[config.mk]
export PLATFORM = sky130hd
export DESIGN_NAME = vga_timing_gen
export DESIGN_NICKNAME = d
export VERILOG_FILES = /design/src/rtl/vga_pkg.sv /design/src/rtl/timing_axis_counter.sv /design/src/rtl/vga_timing_gen.sv
export SDC_FILE = /design/constraint.sdc
export NUM_CORES = 1
export LEC_CHECK = 0
export CAP_MARGIN = 20
export CELL_PAD_IN_SITES_DETAIL_PLACEMENT = 1
export CELL_PAD_IN_SITES_GLOBAL_PLACEMENT = 2
export CORE_MARGIN = 2
export CORE_UTILIZATION = 31
export DETAILED_ROUTE_END_ITERATION = 8
export PLACE_DENSITY_LB_ADDON = 0.08
export REMOVE_ABC_BUFFERS = 1
export SLEW_MARGIN = 20
export SYNTH_ARGS = -nofsm -noshare
export SYNTH_HDL_FRONTEND = slang
export SYNTH_SLANG_ARGS = --single-unit
[constraint.sdc]
create_clock -name clk -period 2.05 [get_ports clk]
set_input_delay 0.41 -clock clk [delete_from_list [all_inputs] [get_ports clk]]
set_output_delay 0.41 -clock clk [all_outputs]
set_load 0.005 [all_outputs]
[src/rtl/vga_pkg.sv]
// Shared timing constants and helpers for the VGA raster generator and the game
// cores that consume its position and qualifier outputs.
package vga_pkg;

    localparam int CNT_W = 10;
    localparam int FC_W  = 8;

    typedef logic [CNT_W-1:0] coord_t;
    typedef logic [FC_W-1:0]  frame_cnt_t;

    // 640x480@60 with a 25 MHz pixel rate
    localparam int DEF_H_ACTIVE = 640;
    localparam int DEF_H_FP     = 16;
    localparam int DEF_H_SYNC   = 96;
    localparam int DEF_H_BP     = 48;
    localparam int DEF_V_ACTIVE = 480;
    localparam int DEF_V_FP     = 10;
    localparam int DEF_V_SYNC   = 2;
    localparam int DEF_V_BP     = 33;

    localparam int MAX_TOTAL = 1 << CNT_W;

    function automatic int hTotal(input int active, input int fp, input int sync, input int bp);
        return active + fp + sync + bp;
    endfunction

    function automatic int vTotal(input int active, input int fp, input int sync, input int bp);
        return active + fp + sync + bp;
    endfunction

endpackage

[src/rtl/timing_axis_counter.sv]
// One raster axis: wrapping position counter with enable, terminal-count flag and a
// registered sync output derived from the next count so it lines up with the position.
module timing_axis_counter
    import vga_pkg::*;
#(
    parameter int   TOTAL      = 800,
    parameter int   SYNC_START = 656,
    parameter int   SYNC_LEN   = 96,
    parameter logic POL        = 1'b0
) (
    input  logic   clk,
    input  logic   rst_n,
    input  logic   en,
    output coord_t count,
    output coord_t nextCount,
    output logic   termCount,
    output logic   syncOut
);

    localparam coord_t LAST       = CNT_W'(TOTAL - 1);
    localparam coord_t SYNC_FIRST = CNT_W'(SYNC_START);
    localparam coord_t SYNC_LAST  = CNT_W'(SYNC_START + SYNC_LEN - 1);

    logic syncNext;

    always_comb begin
        termCount = (count == LAST);
        nextCount = count;
        if (en) begin
            nextCount = termCount ? '0 : count + CNT_W'(1);
        end
        syncNext = ((nextCount >= SYNC_FIRST) && (nextCount <= SYNC_LAST)) ? POL : ~POL;
    end

    always_ff @(posedge clk or negedge rst_n) begin
        if (!rst_n) begin
            count   <= '0;
            syncOut <= ~POL;
        end else begin
            count   <= nextCount;
            syncOut <= syncNext;
        end
    end

endmodule

[src/rtl/vga_timing_gen.sv]
// Raster timing generator: position counters, display qualifier, sync pulses,
// line/frame strobes and a frame counter, all registered with zero skew.
module vga_timing_gen
    import vga_pkg::*;
#(
    parameter int   H_ACTIVE = DEF_H_ACTIVE,
    parameter int   H_FP     = DEF_H_FP,
    parameter int   H_SYNC   = DEF_H_SYNC,
    parameter int   H_BP     = DEF_H_BP,
    parameter int   V_ACTIVE = DEF_V_ACTIVE,
    parameter int   V_FP     = DEF_V_FP,
    parameter int   V_SYNC   = DEF_V_SYNC,
    parameter int   V_BP     = DEF_V_BP,
    parameter logic H_POL    = 1'b0,
    parameter logic V_POL    = 1'b0
) (
    input  logic         clk,
    input  logic         rst_n,
    input  logic         pix_ce,
    output coord_t       counter_x,
    output coord_t       counter_y,
    output logic         in_display_area,
    output logic         vga_h_sync,
    output logic         vga_v_sync,
    output logic         line_start,
    output logic         frame_start,
    output frame_cnt_t   frame_count
);

    localparam int H_TOTAL = hTotal(H_ACTIVE, H_FP, H_SYNC, H_BP);
    localparam int V_TOTAL = vTotal(V_ACTIVE, V_FP, V_SYNC, V_BP);

    localparam coord_t H_ACT_C = CNT_W'(H_ACTIVE);
    localparam coord_t V_ACT_C = CNT_W'(V_ACTIVE);

    if (H_TOTAL > MAX_TOTAL || V_TOTAL > MAX_TOTAL) begin : gBadTotal
        $error("vga_timing_gen: H_TOTAL/V_TOTAL exceed counter range");
    end
    if (H_FP == 0 || H_SYNC == 0 || H_BP == 0 ||
        V_FP == 0 || V_SYNC == 0 || V_BP == 0) begin : gBadPorch
        $error("vga_timing_gen: porch and sync widths must be non-zero");
    end

    coord_t     hCount, hNext, vCount, vNext;
    logic       hTerm, vTerm, hSync, vSync;
    logic       lineWrap, frameWrap;
    logic       displayQ, lineQ, frameQ;
    frame_cnt_t frameCnt;

    // pix_ce is a plain enable, not a handshake: every clk with pix_ce=1 is one pixel
    // step, and line_start/frame_start are single-clk strobes marking the step that
    // produced the wrap; they are never raised on a pix_ce=0 clk.
    assign lineWrap  = pix_ce & hTerm;
    assign frameWrap = lineWrap & vTerm;

    timing_axis_counter #(
        .TOTAL      (H_TOTAL),
        .SYNC_START (H_ACTIVE + H_FP),
        .SYNC_LEN   (H_SYNC),
        .POL        (H_POL)
    ) hAxis (
        .clk       (clk),
        .rst_n     (rst_n),
        .en        (pix_ce),
        .count     (hCount),
        .nextCount (hNext),
        .termCount (hTerm),
        .syncOut   (hSync)
    );

    // The vertical axis steps only on the pixel that ends a line, so vsync spans whole lines.
    timing_axis_counter #(
        .TOTAL      (V_TOTAL),
        .SYNC_START (V_ACTIVE + V_FP),
        .SYNC_LEN   (V_SYNC),
        .POL        (V_POL)
    ) vAxis (
        .clk       (clk),
        .rst_n     (rst_n),
        .en        (lineWrap),
        .count     (vCount),
        .nextCount (vNext),
        .termCount (vTerm),
        .syncOut   (vSync)
    );

    // The display qualifier resets low even though (0,0) is visible; it only goes
    // live once the first enabled pixel step has happened.
    always_ff @(posedge clk or negedge rst_n) begin
        if (!rst_n) begin
            displayQ <= 1'b0;
            lineQ    <= 1'b0;
            frameQ   <= 1'b0;
            frameCnt <= '0;
        end else begin
            lineQ  <= lineWrap;
            frameQ <= frameWrap;
            if (pix_ce) begin
                displayQ <= (hNext < H_ACT_C) && (vNext < V_ACT_C);
            end
            if (frameWrap) begin
                frameCnt <= frameCnt + FC_W'(1);
            end
        end
    end

    assign counter_x       = hCount;
    assign counter_y       = vCount;
    assign in_display_area = displayQ;
    assign vga_h_sync      = hSync;
    assign vga_v_sync      = vSync;
    assign line_start      = lineQ;
    assign frame_start     = frameQ;
    assign frame_count     = frameCnt;

endmodule

==> impl_metrics.py, run 1 <==
metrics = {
    "pwr": {
        "power.total_w": 0.00182,
        "pwr_density_cell_nw_per_um2": 747,
        "ir_drop_mv": 0.365,
        "cellLeakagePower_nw": 1.05,
    },
    "synth": {
        "ys_ff_latch": 33,
        "synth_edf_count": 0,
        "synth.distinct_cells": 43,
        "syn_inst": 157,
        "yosys_warnings": 0,
        "syn_area_per_cell_sq_um": 10.5,
        "yosysSeqAreaShare": 0.504,
        "ys.flop_type": "dfrtp_1",
        "async_flop_share": 1.00,
        "synthesis.area_sq_um": 1640,
    },
    "critical_path": {
        "critPathCaptureType": "register",
        "arrival_ns": 2.07,
        "r2r_setup_slack_ns": 0.15,
        "rr_worst_depth": 10,
        "endpoint": "in_display_area$_DFFE_PN0P_",
        "worstSetupStartpoint": "hAxis.count[0]$_DFF_PN0_",
        "r2r-start": "hAxis.count[0]$_DFF_PN0_",
        "critPathLaunchType": "register",
        "reg2reg_to": "in_display_area$_DFFE_PN0P_",
        "crit_type": "register to register",
        "crit_fanout": 6,
        "required_ns": 2.21,
    },
    "sta": {
        "fin_crit_ns": 1.90,
        "finalSetupTns_ns": 0,
        "fin_skew_ns": 0.00755,
        "finalCritPeriodShare": 0.928,
        "worst_pin_slew_ns": 0.429,
        "max_slew_margin": 0.714,
        "final_max_slew_viol_count": 0,
        "rsz0062_at_grt": "no",
        "finalSetupViolCount": 0,
        "fmax_mhz": 525,
        "finalHoldViolCount": 0,
    },
    "global_routing": {
        "grt_first_pass_wirelength_microns": 7720,
        "grt_pass1_vias": 1564,
        "grt_max_degree": 34,
        "grt_antenna_before_repair": 0,
        "grtUsageTotal": 0.166,
        "grt_overflow": 0,
    },
    "placed_design": {
        "place_area_sq_um": 2280,
        "gp_congestion": 0.824,
        "dp.final_hpwl_microns": 3480,
        "placed_cells": 287,
        "numPortBuffers": 35,
    },
    "route": {
        "firstDrtPassIters": 3,
        "num_vias": 1465,
        "drt_iter0_drc": 60,
        "ant_nets": 0,
        "route.final.wire_length_microns": 4650,
        "drt-wirelength-per-cell_microns": 15.7,
        "drcViolationCount": 0,
        "vias_per_cell": 4.97,
    },
    "clocking": {
        "cts_sinks": 33,
        "numCtsBuffers": 5,
        "cts_hold_buf": 0,
        "cts_max_level": 2,
        "clk_path_buf_depth": 2,
        "postCtsSetupBuffers": 0,
        "cts_tree": "built",
        "clk-insertion-delay-late_ns": 0.29,
        "clk_pin_slew_worst_paths_ns": 0.07,
        "clock-root-buffer": "clkbuf_8",
    },
    "die": {
        "fp.dieW_microns": 76.8,
        "die-height_microns": 76.8,
        "start_util": 0.322,
        "coreArea_sq_um": 5110,
        "ioPinCount": 36,
        "rows": 26,
        "die_area_sq_um": 5900,
    },
    "final_layout": {
        "diodes": 0,
        "nets": 231,
        "final_cell_count_no_fill": 295,
        "drive_gt1_frac": 0.236,
        "area_growth_pct": 48.1,
        "fill_cells": 578,
        "final_area_sq_um": 2430,
    },
    "run_status": {
        "outcome": "finished clean",
    },
    "flow_run": {
        "maxCapViolations": 0,
    },
    "min_path": {
        "hold_path_class": "register to register",
    },
}
## placed cells by master (no fill, tap or decap), drive strengths merged, types with 2 or more instances in the layout
master	n
nor2	7
and2	2
dfrtp	31
ha	4
a21oi	3
buf	31
o31ai	2
a31oi	2
clkdlybuf4s50	34
xor2	6
o21ai	11
nor3	2
nand2	16
clkbuf	6
nand2b	3
nor4	3
inv	7
nand4	12
and4	3
and3	2
or3	2
or4	2
nand3	7
xnor2	10
dfstp	2
## kinds of logic after synthesis
logic type | Yosys count | share of synthesized area
simple gates | 65 | 0.241
flops | 33 | 0.504
compound gates | 25 | 0.0952
buf+inv | 13 | 0.0373
xor+xnor | 16 | 0.0853
fa+ha+maj | 4 | 0.0305
mux | 1 | 0.00685
## registers in the layout (all words and copies together), names as in the netlist
signal,cells
frame_count,8
hAxis.syncOut,1
hAxis.count,10
in_display_area,1
vAxis.count,10
frame_start,1
vAxis.syncOut,1
line_start,1
## power by group
| group | switching [W] | leakage [nW] | internal [W] |
|---|---|---|---|
| sequential | 0.0000605 | 0.431 | 0.000705 |
| clock | 0.000247 | 0.0574 | 0.000395 |
| combinational | 0.000187 | 0.563 | 0.000221 |
## worst min-delay path by stage
stage,from,end,depth (start not counted)
2_1_floorplan,rst_n,frame_count[0]$_DFFE_PN0P_,0
3_3_place_gp,frame_count[7]$_DFFE_PN0P_,frame_count[7]$_DFFE_PN0P_,1
4_1_cts,frame_count[7]$_DFFE_PN0P_,frame_count[7]$_DFFE_PN0P_,1
6_report,frame_count[7]$_DFFE_PN0P_,frame_count[7]$_DFFE_PN0P_,1
5_1_grt,frame_count[7]$_DFFE_PN0P_,frame_count[7]$_DFFE_PN0P_,1
3_5_place_dp,frame_count[7]$_DFFE_PN0P_,frame_count[7]$_DFFE_PN0P_,1
## cell type report
type	instances	area, sq um	area share
inverters	7	26.3	0.0108
multi-input cells	111	787	0.324
repair buffers	66	582	0.239
clock inverters	2	37.5	0.0154
flip-flops and latches	33	830	0.341
clock buffers	6	82.6	0.0340
well taps	70	87.6	0.0360
## cell usage after synthesis, types with 2 or more instances
cell | number | area share
ha_1 | 4 | 0.030
a21oi_1 | 3 | 0.0091
o21ai_0 | 11 | 0.034
nor2_1 | 7 | 0.016
nand3_1 | 5 | 0.015
o31ai_1 | 2 | 0.0091
a31oi_1 | 2 | 0.0076
xnor2_1 | 10 | 0.053
nand3_2 | 2 | 0.012
and2_1 | 2 | 0.0076
nor3_1 | 2 | 0.0061
or4_1 | 2 | 0.0091
nand2_1 | 16 | 0.037
xor2_1 | 6 | 0.032
inv_1 | 7 | 0.016
dfrtp_1 | 31 | 0.47
nand4_1 | 12 | 0.046
and4_1 | 2 | 0.011
dfstp_2 | 2 | 0.032
nand2b_1 | 3 | 0.011
buf_2 | 3 | 0.0091
and3_1 | 2 | 0.0076
## per-stage QoR
step                hold WS (ns)   util  setup WS, ns
floorplan                  0.114      -       -0.0142
global placement           0.460  0.446        -0.339
detailed placement         0.467  0.446        -0.374
CTS                        0.478  0.471        0.0223
global route               0.501  0.476       0.00930
finish                     0.471  0.476         0.147
## critical path: stages, from the launching register on
cell     delay [ns]
dfrtp_1        0.39
ha_1           0.22
nand2_1        0.10
nor2_2         0.05
nand2_1        0.09
inv_1          0.07
buf_4          0.15
buf_4          0.13
and4_1         0.19
nor3_2         0.25
o32ai_1        0.14
## layer usage
| metal | track usage | wire, microns |
|---|---|---|
| met1 | 0.199 | 2080 |
| met2 | 0.295 | 2310 |
| met3 | 0.0341 | 175 |
| met4 | 0.0545 | 74 |
| met5 | 0 | 0 |
## repair_timing
item                       4_1_cts  5_1_grt
gates resized for setup          3        6
setup endpoints to repair        2        2
pin swaps                        1        1
(Power assumes the default switching activity.)
==> run 2, diff against run 1 <==
ABC_AREA = 1   (was not set)
CORE_UTILIZATION = 29   (was 31)
==> run 2 against run 1 <==
Sequential power grew 9.5%; total power grew 25%; via count grew 20%; die area grew 24%.
==> impl_metrics.py, run 2 <==
metrics = {
    "die": {
        "die-height_microns": 85.4,
        "rows": 29,
        "fp.dieW_microns": 85.4,
        "start_util": 0.301,
        "coreArea_sq_um": 6390,
        "ioPinCount": 36,
        "die_area_sq_um": 7300,
    },
    "clocking": {
        "clk_pin_slew_worst_paths_ns": 0.07,
        "numCtsBuffers": 5,
        "clk-insertion-delay-late_ns": 0.29,
        "cts_max_level": 2,
        "clock-root-buffer": "clkbuf_8",
        "clk_path_buf_depth": 2,
        "postCtsSetupBuffers": 0,
        "cts_tree": "built",
        "cts_sinks": 33,
        "cts_hold_buf": 0,
    },
    "run_status": {
        "outcome": "finished clean",
    },
    "route": {
        "vias_per_cell": 4.60,
        "firstDrtPassIters": 4,
        "ant_nets": 0,
        "met1_length_microns": 2730,
        "top_layer": "met4",
        "drcViolationCount": 0,
        "drt-wirelength-per-cell_microns": 13.9,
        "wl_met2_microns": 2370,
        "drt_iter0_drc": 59,
        "num_vias": 1762,
        "wl_met3_microns": 159,
        "route.final.wire_length_microns": 5320,
    },
    "synth": {
        "yosys.area.top_type": "dfrtp_1",
        "syn_area_per_cell_sq_um": 7.66,
        "synth_top_area_share": 0.403,
        "yosys_warnings": 0,
        "synth.most_common_cell": "nand2_1",
        "synth.distinct_cells": 29,
        "synth_common_cells": "nand2_1, inv_1, dfrtp_1",
        "ys_ff_latch": 33,
        "synthesis.area_sq_um": 1920,
        "ys.flop_type": "dfrtp_1",
        "async_flop_share": 1.00,
        "synth_edf_count": 0,
        "synth_area_leaders": "dfrtp_1, nand2_1, inv_1",
        "yosysSeqAreaShare": 0.431,
        "syn_inst": 251,
    },
    "critical_path": {
        "path_cells": "ha_1 -> nand2_2 -> nor2_8 -> nand4_4 -> buf_4 -> nand2_1 -> nor2_1 -> o21ai_0 -> nand3_1 -> nand2_1",
        "critPathCaptureType": "register",
        "critical_path.max_stage_delay_ns": 0.38,
        "crit_fanout": 13,
        "arrival_ns": 2.04,
        "crit_buf_inv": 1,
        "cp_slowest_cell": "dfrtp_1",
        "critPathLaunchType": "register",
        "required_ns": 2.23,
        "critPathMostFrequentCell": "nand2_1",
        "cp_top_family": "simple AND/OR/NAND/NOR gates",
        "crit_type": "register to register",
    },
    "min_path": {
        "hold_path_class": "register to register",
    },
    "sta": {
        "hold_ws_ns": 0.495,
        "worst_pin_slew_ns": 0.429,
        "fin_crit_ns": 1.86,
        "finalSetupViolCount": 0,
        "max_slew_margin": 0.714,
        "worst_slack_ns": 0.193,
        "fmax_mhz": 539,
        "finalHoldViolCount": 0,
        "rsz0062_at_grt": "no",
        "finalCritPeriodShare": 0.906,
        "final_max_slew_viol_count": 0,
        "fin_skew_ns": 0.00897,
        "finalSetupTns_ns": 0,
    },
    "final_layout": {
        "multiInputGateArea_sq_um": 902,
        "diodes": 0,
        "area_growth_pct": 34.1,
        "final_cell_mix": "nand2_1, inv_1, clkdlybuf4s50_1",
        "seqCellArea_sq_um": 830,
        "fill_cells": 788,
        "nets": 312,
        "layout_commonest_cell": "nand2_1",
        "drive_gt1_frac": 0.147,
    },
    "placed_design": {
        "place_ws_ns": -0.219,
        "numPortBuffers": 35,
        "dp.final_hpwl_microns": 4170,
        "gp_congestion": 0.771,
    },
    "flow_run": {
        "maxCapViolations": 0,
    },
    "global_routing": {
        "grt_pass1_vias": 1850,
        "grt_first_pass_wirelength_microns": 9270,
        "grt_antenna_before_repair": 0,
        "grt_max_degree": 34,
        "grt_overflow": 0,
        "grtUsageTotal": 0.162,
    },
    "pwr": {
        "pwr_density_cell_nw_per_um2": 880,
        "ir_drop_mv": 0.603,
        "power.total_w": 0.00227,
        "cellLeakagePower_nw": 1.36,
    },
}
[run 2: changes by cell type in the layout (fill, tap and decap cells not counted), moves of 7 or more]
cell     change
xnor2_1      -7
nand2_1     +55
nor2_1      +12
nand2_2      +7
inv_1       +38
nand3_1      +9
buf_4       -16
[run 2: repair_timing]
item | in CTS | in global routing
hold endpoints to repair | 0 | 0
endpoints found under the setup margin | 0 | 3
resized for setup | 0 | 2
[run 2: kinds of logic (layout without fill, tap and decap cells)]
group | Yosys count | count (layout) | share of synthesized area
flip-flops | 33 | 33 | 0.431
XOR/XNOR | 10 | 10 | 0.0455
AND/OR/NAND/NOR | 142 | 142 | 0.359
adder cells (fa/ha/maj) | 4 | 4 | 0.0260
buffers and inverters | 48 | 103 | 0.100
AO/OA/AOI/OAI | 14 | 14 | 0.0384
[run 2: path summary, 6_finish.rpt]
check / slack, ns / endpoint / cells after the start / from
max: 0.19 / in_display_area$_DFFE_PN0P_ / 10 / hAxis.count[0]$_DFF_PN0_
min: 0.50 / in_display_area$_DFFE_PN0P_ / 2 / in_display_area$_DFFE_PN0P_
min in group asynchronous: 0.53 / vAxis.count[0]$_DFF_PN0_ / 2 / rst_n
max in group asynchronous: 1.17 / hAxis.syncOut$_DFF_PN1_ / 2 / rst_n
min reg2reg: 0.50 / in_display_area$_DFFE_PN0P_ / 2 / in_display_area$_DFFE_PN0P_
max reg2reg: 0.19 / in_display_area$_DFFE_PN0P_ / 10 / hAxis.count[0]$_DFF_PN0_
[run 2: worst register-to-register path: cells and delay by family, from the launching register on]
family	cells	cell delay (ns)
simple gates	7	0.81
flops	1	0.38
fa+ha+maj	1	0.23
buf+inv	1	0.17
compound gates	1	0.15
[run 2: where the power goes]
group	switching [W]	internal, W
clock network	0.000248	0.000396
registers	0.0000875	0.000752
logic	0.000423	0.000362
[run 2: metrics by stage]
stage                     cell area, sq um  instances  utilization
after floorplan                       1900        248            -
after global placement                2460        375        0.385
after detailed placement              2460        375        0.385
after CTS                             2570        383        0.403
after global routing                  2580        383        0.404
final                                 2580        383        0.404
[run 2: routing by layer]
layer,up-vias,global-route usage
li1,892,-
met1,836,0.233
met2,26,0.249
met3,8,0.0331
met4,0,0.0433
met5,-,0
[run 2: layout make-up]
type	count	area share
multi-input combinational	170	0.350
inverter	45	0.0655
timing repair buffer	50	0.180
clock inverter	1	0.0116
tap	77	0.0374
sequential	33	0.322
clock buffer	7	0.0335
==> run 3, diff against run 2 <==
CAP_MARGIN = 30   (was 20)
==> results of run 3 <==
The final DEF is identical to that of run 2; final timing and power are the same.
